<file path="config.mk">
export PLATFORM = sky130hd
export DESIGN_NAME = packetfilter_forwarder
export DESIGN_NICKNAME = d
export VERILOG_FILES = /design/src/rtl/packetfilter_forwarder.sv
export SDC_FILE = /design/constraint.sdc
export NUM_CORES = 1
export LEC_CHECK = 0
export BUFFER_PORTS_ARGS = -buffer_cell sky130_fd_sc_hd__clkbuf_2
export CORE_MARGIN = 2
export CORE_UTILIZATION = 57
export DETAILED_ROUTE_END_ITERATION = 10
export HOLD_SLACK_MARGIN = 0.15
export PLACE_DENSITY = 0.78
export SYNTH_ARGS = -nofsm -noshare
export SYNTH_HDL_FRONTEND = slang
export SYNTH_SLANG_ARGS = --single-unit
</file>
<file path="constraint.sdc">
create_clock -name clk -period 4.1 [get_ports clk]
set_input_delay 0.205 -clock clk [delete_from_list [all_inputs] [get_ports clk]]
set_output_delay 0.205 -clock clk [all_outputs]
set_load 0.005 [all_outputs]
</file>
<file path="src/rtl/packetfilter_forwarder.sv">
// packetfilter_forwarder: claims a ready packet from the core, reads it out with
// credit-limited pipelined word reads and streams it as an AXI4-Stream master.
module packetfilter_forwarder #(
   parameter  int PACKET_MEM_BYTES   = 2048,
   parameter  int PACKMEM_DATA_WIDTH = 64,
   parameter  int PLEN_WIDTH         = 32,
   parameter  int FIFO_DEPTH         = 4,
   localparam int PACKMEM_ADDR_WIDTH = $clog2(PACKET_MEM_BYTES) - 3
) (
   input  logic                          clk,
   input  logic                          rst,
   input  logic                          rdy_for_fwd,
   output logic                          rdy_for_fwd_ack,
   input  logic [PLEN_WIDTH-1:0]         fwd_byte_len,
   output logic [PACKMEM_ADDR_WIDTH-1:0] fwd_addr,
   output logic                          fwd_rd_en,
   input  logic [PACKMEM_DATA_WIDTH-1:0] fwd_rd_data,
   input  logic                          fwd_rd_data_vld,
   output logic                          fwd_done,
   output logic [PACKMEM_DATA_WIDTH-1:0] m_axis_tdata,
   output logic [7:0]                    m_axis_tkeep,
   output logic                          m_axis_tlast,
   output logic                          m_axis_tvalid,
   input  logic                          m_axis_tready
);
   localparam int LEN_W = PACKMEM_ADDR_WIDTH + 4;  // wide enough to hold PACKET_MEM_BYTES
   localparam int NW_W  = PACKMEM_ADDR_WIDTH + 1;
   localparam int PW    = $clog2(FIFO_DEPTH);
   localparam int CW    = PW + 1;
   localparam logic [CW-1:0] DEPTH_C = CW'(FIFO_DEPTH);

   typedef enum logic [2:0] {S_IDLE, S_CLAIM, S_READ, S_DRAIN, S_DONE} state_t;

   state_t                        r_state;
   logic                          r_ack, r_done;
   logic [NW_W-1:0]               r_nwords, r_issue, r_beat;
   logic [2:0]                    r_rem;
   logic [CW-1:0]                 r_inflight, r_fcnt;
   logic [PW-1:0]                 r_wp, r_rp;
   logic [PACKMEM_DATA_WIDTH-1:0] r_mem [FIFO_DEPTH];

   logic [LEN_W-1:0] w_len, w_len_rnd;
   logic [NW_W-1:0]  w_nwords;
   logic [CW:0]      w_occ;
   logic [7:0]       w_keep_tail;
   logic             w_push, w_pop, w_last, w_rd_en, w_vld_ret;

   assign w_len     = (fwd_byte_len > PLEN_WIDTH'(PACKET_MEM_BYTES)) ?
                      LEN_W'(PACKET_MEM_BYTES) : fwd_byte_len[LEN_W-1:0];
   assign w_len_rnd = w_len + LEN_W'(7);
   assign w_nwords  = NW_W'(w_len_rnd >> 3);

   assign m_axis_tvalid = (r_fcnt != '0);
   assign w_pop     = m_axis_tvalid && m_axis_tready;
   assign w_push    = fwd_rd_data_vld && (r_fcnt != DEPTH_C);
   assign w_vld_ret = fwd_rd_data_vld && (r_inflight != '0);
   // A word leaving the FIFO this cycle frees its slot for a read issued now,
   // which keeps one beat per cycle when the depth covers the read latency.
   assign w_occ     = {1'b0, r_inflight} + {1'b0, r_fcnt} - {{CW{1'b0}}, w_pop};
   assign w_rd_en   = (r_state == S_READ) && (w_occ < {1'b0, DEPTH_C});
   assign w_last    = (r_beat == r_nwords - NW_W'(1));
   assign w_keep_tail = (r_rem == 3'd0) ? 8'hFF : ~(8'hFF >> r_rem);

   assign fwd_rd_en       = w_rd_en;
   assign fwd_addr        = r_issue[PACKMEM_ADDR_WIDTH-1:0];
   assign rdy_for_fwd_ack = r_ack;
   assign fwd_done        = r_done;
   assign m_axis_tdata    = m_axis_tvalid ? r_mem[r_rp] : '0;
   assign m_axis_tkeep    = !m_axis_tvalid ? 8'h00 : (w_last ? w_keep_tail : 8'hFF);
   assign m_axis_tlast    = m_axis_tvalid && w_last;

   always_ff @(posedge clk or negedge rst) begin
      if (!rst) begin
         r_wp       <= '0;
         r_rp       <= '0;
         r_fcnt     <= '0;
         r_inflight <= '0;
      end else begin
         if (w_push) r_wp <= r_wp + PW'(1);
         if (w_pop)  r_rp <= r_rp + PW'(1);
         case ({w_push, w_pop})
            2'b10:   r_fcnt <= r_fcnt + CW'(1);
            2'b01:   r_fcnt <= r_fcnt - CW'(1);
            default: ;
         endcase
         case ({w_rd_en, w_vld_ret})
            2'b10:   r_inflight <= r_inflight + CW'(1);
            2'b01:   r_inflight <= r_inflight - CW'(1);
            default: ;
         endcase
      end
   end

   always_ff @(posedge clk) begin
      if (w_push) r_mem[r_wp] <= fwd_rd_data;
   end

   always_ff @(posedge clk or negedge rst) begin
      if (!rst) begin
         r_state  <= S_IDLE;
         r_ack    <= 1'b0;
         r_done   <= 1'b0;
         r_nwords <= '0;
         r_rem    <= '0;
         r_issue  <= '0;
         r_beat   <= '0;
      end else begin
         if (w_pop) r_beat <= r_beat + NW_W'(1);
         case (r_state)
            S_IDLE: begin
               if (rdy_for_fwd) begin
                  r_state <= S_CLAIM;
                  r_ack   <= 1'b1;
               end
            end
            S_CLAIM: begin
               r_ack    <= 1'b0;
               r_nwords <= w_nwords;
               r_rem    <= w_len[2:0];
               r_issue  <= '0;
               r_beat   <= '0;
               if (w_len == '0) begin
                  r_state <= S_DONE;
                  r_done  <= 1'b1;
               end else begin
                  r_state <= S_READ;
               end
            end
            S_READ: begin
               if (w_rd_en) begin
                  r_issue <= r_issue + NW_W'(1);
                  if (r_issue == r_nwords - NW_W'(1)) r_state <= S_DRAIN;
               end
            end
            S_DRAIN: begin
               if (w_pop && w_last) begin
                  r_state <= S_DONE;
                  r_done  <= 1'b1;
               end
            end
            S_DONE: begin
               r_done  <= 1'b0;
               r_state <= S_IDLE;
            end
            default: r_state <= S_IDLE;
         endcase
      end
   end
endmodule

</file>
==> key figures <==
Clocking
  • Htree depth: 1
  • Clock root buffer: clkbuf_16
  • Clock Sink Count: around 300
  • Worst skew pair latency: roughly 0.55 ns
  • Clock transition at path regs: roughly 0.06 ns
  • # Post-CTS Setup Buffers: 0
  • TritonCTS clock tree: yes
  • CTS Buf Count: 31
  • Clk buf depth: 3

Drt
  • Vias/cell: around 5.7
  • Final wirelength: 27,450 um
  • DR vias: around 7,700
  • DRT iter0 DRCs: approximately 600
  • Detail Route Antenna Nets: 0
  • DRC errors left: 0
  • Drt pass-1 iters: 5
  • WL/cell: about 20 um

Power
  • Static leakage: between 0.005 and 0.006 uW
  • Max IR drop VDD: about 0.5 mV
  • Logic pwr share: a little under a third
  • Tot Pwr: approximately 10,000 uW
  • PwrDens: between 600 and 700 nW/um^2
  • Seq pwr share: 41.6%
  • Int Power: roughly 7200 uW
  • Net switching power: a little under 3000 uW
  • Sw frac: slightly below 30%
  • Power share of the clock group: between 20% and 30%

STA
  • Period Utilization, post-route: about 86%
  • Fin crit period: 3.545 ns
  • Hold Vio Cnt, Final: 0
  • Max_slew headroom: between 30% and 40%
  • Final setup fails: 0
  • Clock skew: between 0.005 and 0.006 ns
  • FMAX: 282.1 MHz
  • Slew @ Worst Pin: 1.018 ns
  • Max-slew violations: 0
  • Total negative setup slack: 0 ns
  • RSZ-0062 raised after global routing: false

GRT
  • GRT Max-Usage Layer: met2
  • Global-route wire length before repair: 43,820 um
  • Vias in the first global route: about 8,100
  • Gr usage total: a little under a quarter
  • GR Util met2: 39.53%
  • Pin count of the biggest net entering global routing: 69
  • Final global-route overflow total: 0
  • Initial antenna violation count: 0
  • Grt met1 use: between 30% and 40%
  • M3 GR Usage: under 10%

Die
  • Die ar.: about 24,000 um^2
  • Die H: approximately 150 um
  • Core area: 21,890 um^2
  • Site Rows: 54
  • Width of the die: 153.8 um
  • I/O pins: roughly 190
  • Initial core utilization: between 50% and 60%

Synthesis
  • Synthesis Warnings: 0
  • Largest family of logic cells by synthesized area: multiplexers
  • Largest area contributor in the netlist: edfxtp_1
  • Top post-synthesis cells by area: edfxtp_1, mux4_2, dfrtp_1
  • Post-Synth Adder-Cell Area: about 1.9%
  • EDFF count, synth: around 260
  • Synth Area in XOR/XNOR: between 3 and 4%
  • Synth cell types: between 60 and 70
  • Top cell type's share of synthesized area: roughly 60%
  • Post-synthesis cell count: 763
  • Proportion of synthesized area in mux cells: about 12%
  • Syn_area_per_cell: around 17 um^2
  • Top-count cell post-synth: edfxtp_1
  • Yosys reg bits: between 300 and 400
  • Synth Area in Simple Gates: roughly 8.6%
  • Post-synthesis compound-gate area fraction: under 10%
  • Part of the Yosys area used for sequential elements: between 60 and 70%
  • Mapped Area: 12,790 um^2
  • Post-Syn Nets: roughly 880
  • Ys async rst share: 14.95%
  • Commonest cells in the netlist: edfxtp_1, and2_1, mux4_2
  • Ys flop type: edfxtp_1

Final layout
  • Fin area: 15,840 um^2
  • Diode count: 0
  • Ratio of cells with drive above 1 in the final layout: a little under a third
  • Layout area overhead: 23.88%
  • Layout net count: between 1,000 and 1,500
  • FILL cells: approximately 1,400

Critical path
  • Buf+Inv Stages, Crit Path: 6
  • Crit-path cells: nor3_1, buf_4, inv_2, nand2_1, inv_2, ha_1, inv_1, ha_1, and3b_1, or4_1, nand2_2, nand3_4, clkinv_2, clkbuf_2
  • Worst EP required: between 3 and 4 ns
  • Slowest stage delay, CP: approximately 0.48 ns
  • Critical path fanouts, max: 9
  • Slowest-stage cell, CP: or4_1
  • Critical Path End Type: output pin
  • WP data arrival: ~3.3 ns
  • Critical Path Start Type: flop
  • CP Class: flop to output pin
  • Crit-path leading delay family: simple AND/OR/NAND/NOR gates

Placement
  • I/O Buffers: about 190
  • Placed Area: 13,980 um^2
  • Post-DP HPWL: roughly 16,000 um
  • GPL Wtd Cong: between 0.8 and 0.9

Flow run
  • MaxCap Viol Count: 0

Status
  • Status: complete, no violations

Hold path
  • Hold crit path type: input port to flop
## logic make-up (layout without fill, tap and decap cells)
logic type,count (synthesis),count (layout)
AOI/OAI and AO/OA,59,59
adders and majority gates,18,18
buffers and inverters,74,372
xor gates and xnor gates,49,49
and+or+nand+nor,194,194
muxes,68,68
DFF,301,301
## state kept, by name (all words and copies together) (netlist names), 3 cells and up
name / flops
r_mem: 256
r_beat: 9
r_issue: 9
r_nwords: 9
r_fcnt: 3
r_inflight: 3
r_rem: 3
r_state: 3
## final timing paths
kind	cells after the start	endpoint	slack, ns	start
setup / recovery	14	fwd_rd_en	0.56	r_fcnt[0]
hold / removal	6	r_nwords[0]	0.18	fwd_byte_len[23]
setup reg to reg	18	r_inflight[2]	0.59	r_fcnt[0]
hold reg to reg	2	rdy_for_fwd_ack	0.53	rdy_for_fwd_ack
max in group asynchronous	3	r_rp[0]	3.38	rst
min in group asynchronous	3	r_issue[2]	0.28	rst
## final cells by class
type | count | area, um^2 | area share (%)
clock buffers | 38 | 812.0 | 5.126
well taps | 280 | 350.3 | 2.212
clock inverters | 20 | 196.4 | 1.240
multi-input cells | 388 | 3664 | 23.13
inverters | 32 | 121.4 | 0.7661
repair buffers | 282 | 1879 | 11.86
flip-flops and latches | 301 | 8818 | 55.67
## cells in the final DEF, fill, tap and decap left out, types with 8 or more instances in the layout
cell type        n
xnor2_1         25
edfxtp_1       256
nor4_1           8
dfrtp_1         43
a21oi_1         11
nand2_1         32
nand4_1         10
nand3_1         12
clkbuf_16       31
and2_1          64
a31oi_1          9
nor2_1          27
clkbuf_2       185
mux4_2          64
xor2_1          23
inv_1           28
ha_1            16
dlygate4sd3_1   85
buf_4           11
o21ai_0         13
clkinv_1        10
## metrics by stage
| step | instances | setup WS (ns) | util (%) | hold WS [ns] |
|---|---|---|---|---|
| global route | 1341 | 0.3506 | 72.37 | 0.2197 |
| floorplan | 763 | 0.6449 | - | -0.09059 |
| global placement | 1198 | 0.7358 | 63.87 | 0.3265 |
| CTS | 1341 | 0.5189 | 72.37 | 0.1503 |
| finish | 1341 | 0.5553 | 72.37 | 0.1819 |
| detailed placement | 1198 | 0.5928 | 63.87 | 0.3278 |
## per-layer routing
layer  wire length [um]  vias to the layer above
met5                  0                        -
met1              10970                     3873
met3               1857                       61
met2              13900                      294
li1                   -                     3467
met4                724                        0
## repair_timing
item / in CTS / in global routing
hold buffers: 85 / 0
gates resized for setup: 0 / 0
endpoints found under the hold margin: 319 / 0
## worst reg2reg max path, cell delays in order (launching register included)
cell,delay [ns]
dfrtp_1,0.42
nor3_1,0.20
buf_4,0.17
inv_2,0.04
nand2_1,0.16
inv_2,0.14
ha_1,0.20
inv_1,0.05
ha_1,0.21
and3b_1,0.17
or4_1,0.48
nand2_2,0.15
nand3_4,0.12
ha_1,0.27
inv_1,0.08
fa_1,0.19
xor2_1,0.14
nor2_1,0.06
xnor2_1,0.12
## power by group through the flow
| stage | logic, uW | clock network [uW] | registers (uW) |
|---|---|---|---|
| finish | 3190 | 2770 | 4240 |
| global route | 3500 | 2930 | 4310 |
| CTS | 3220 | 2810 | 4250 |
| detailed placement | 3120 | 0 | 4310 |
| global placement | 3090 | 0 | 4280 |
| floorplan | 2060 | 0 | 4160 |
(Power assumes the default switching activity.)
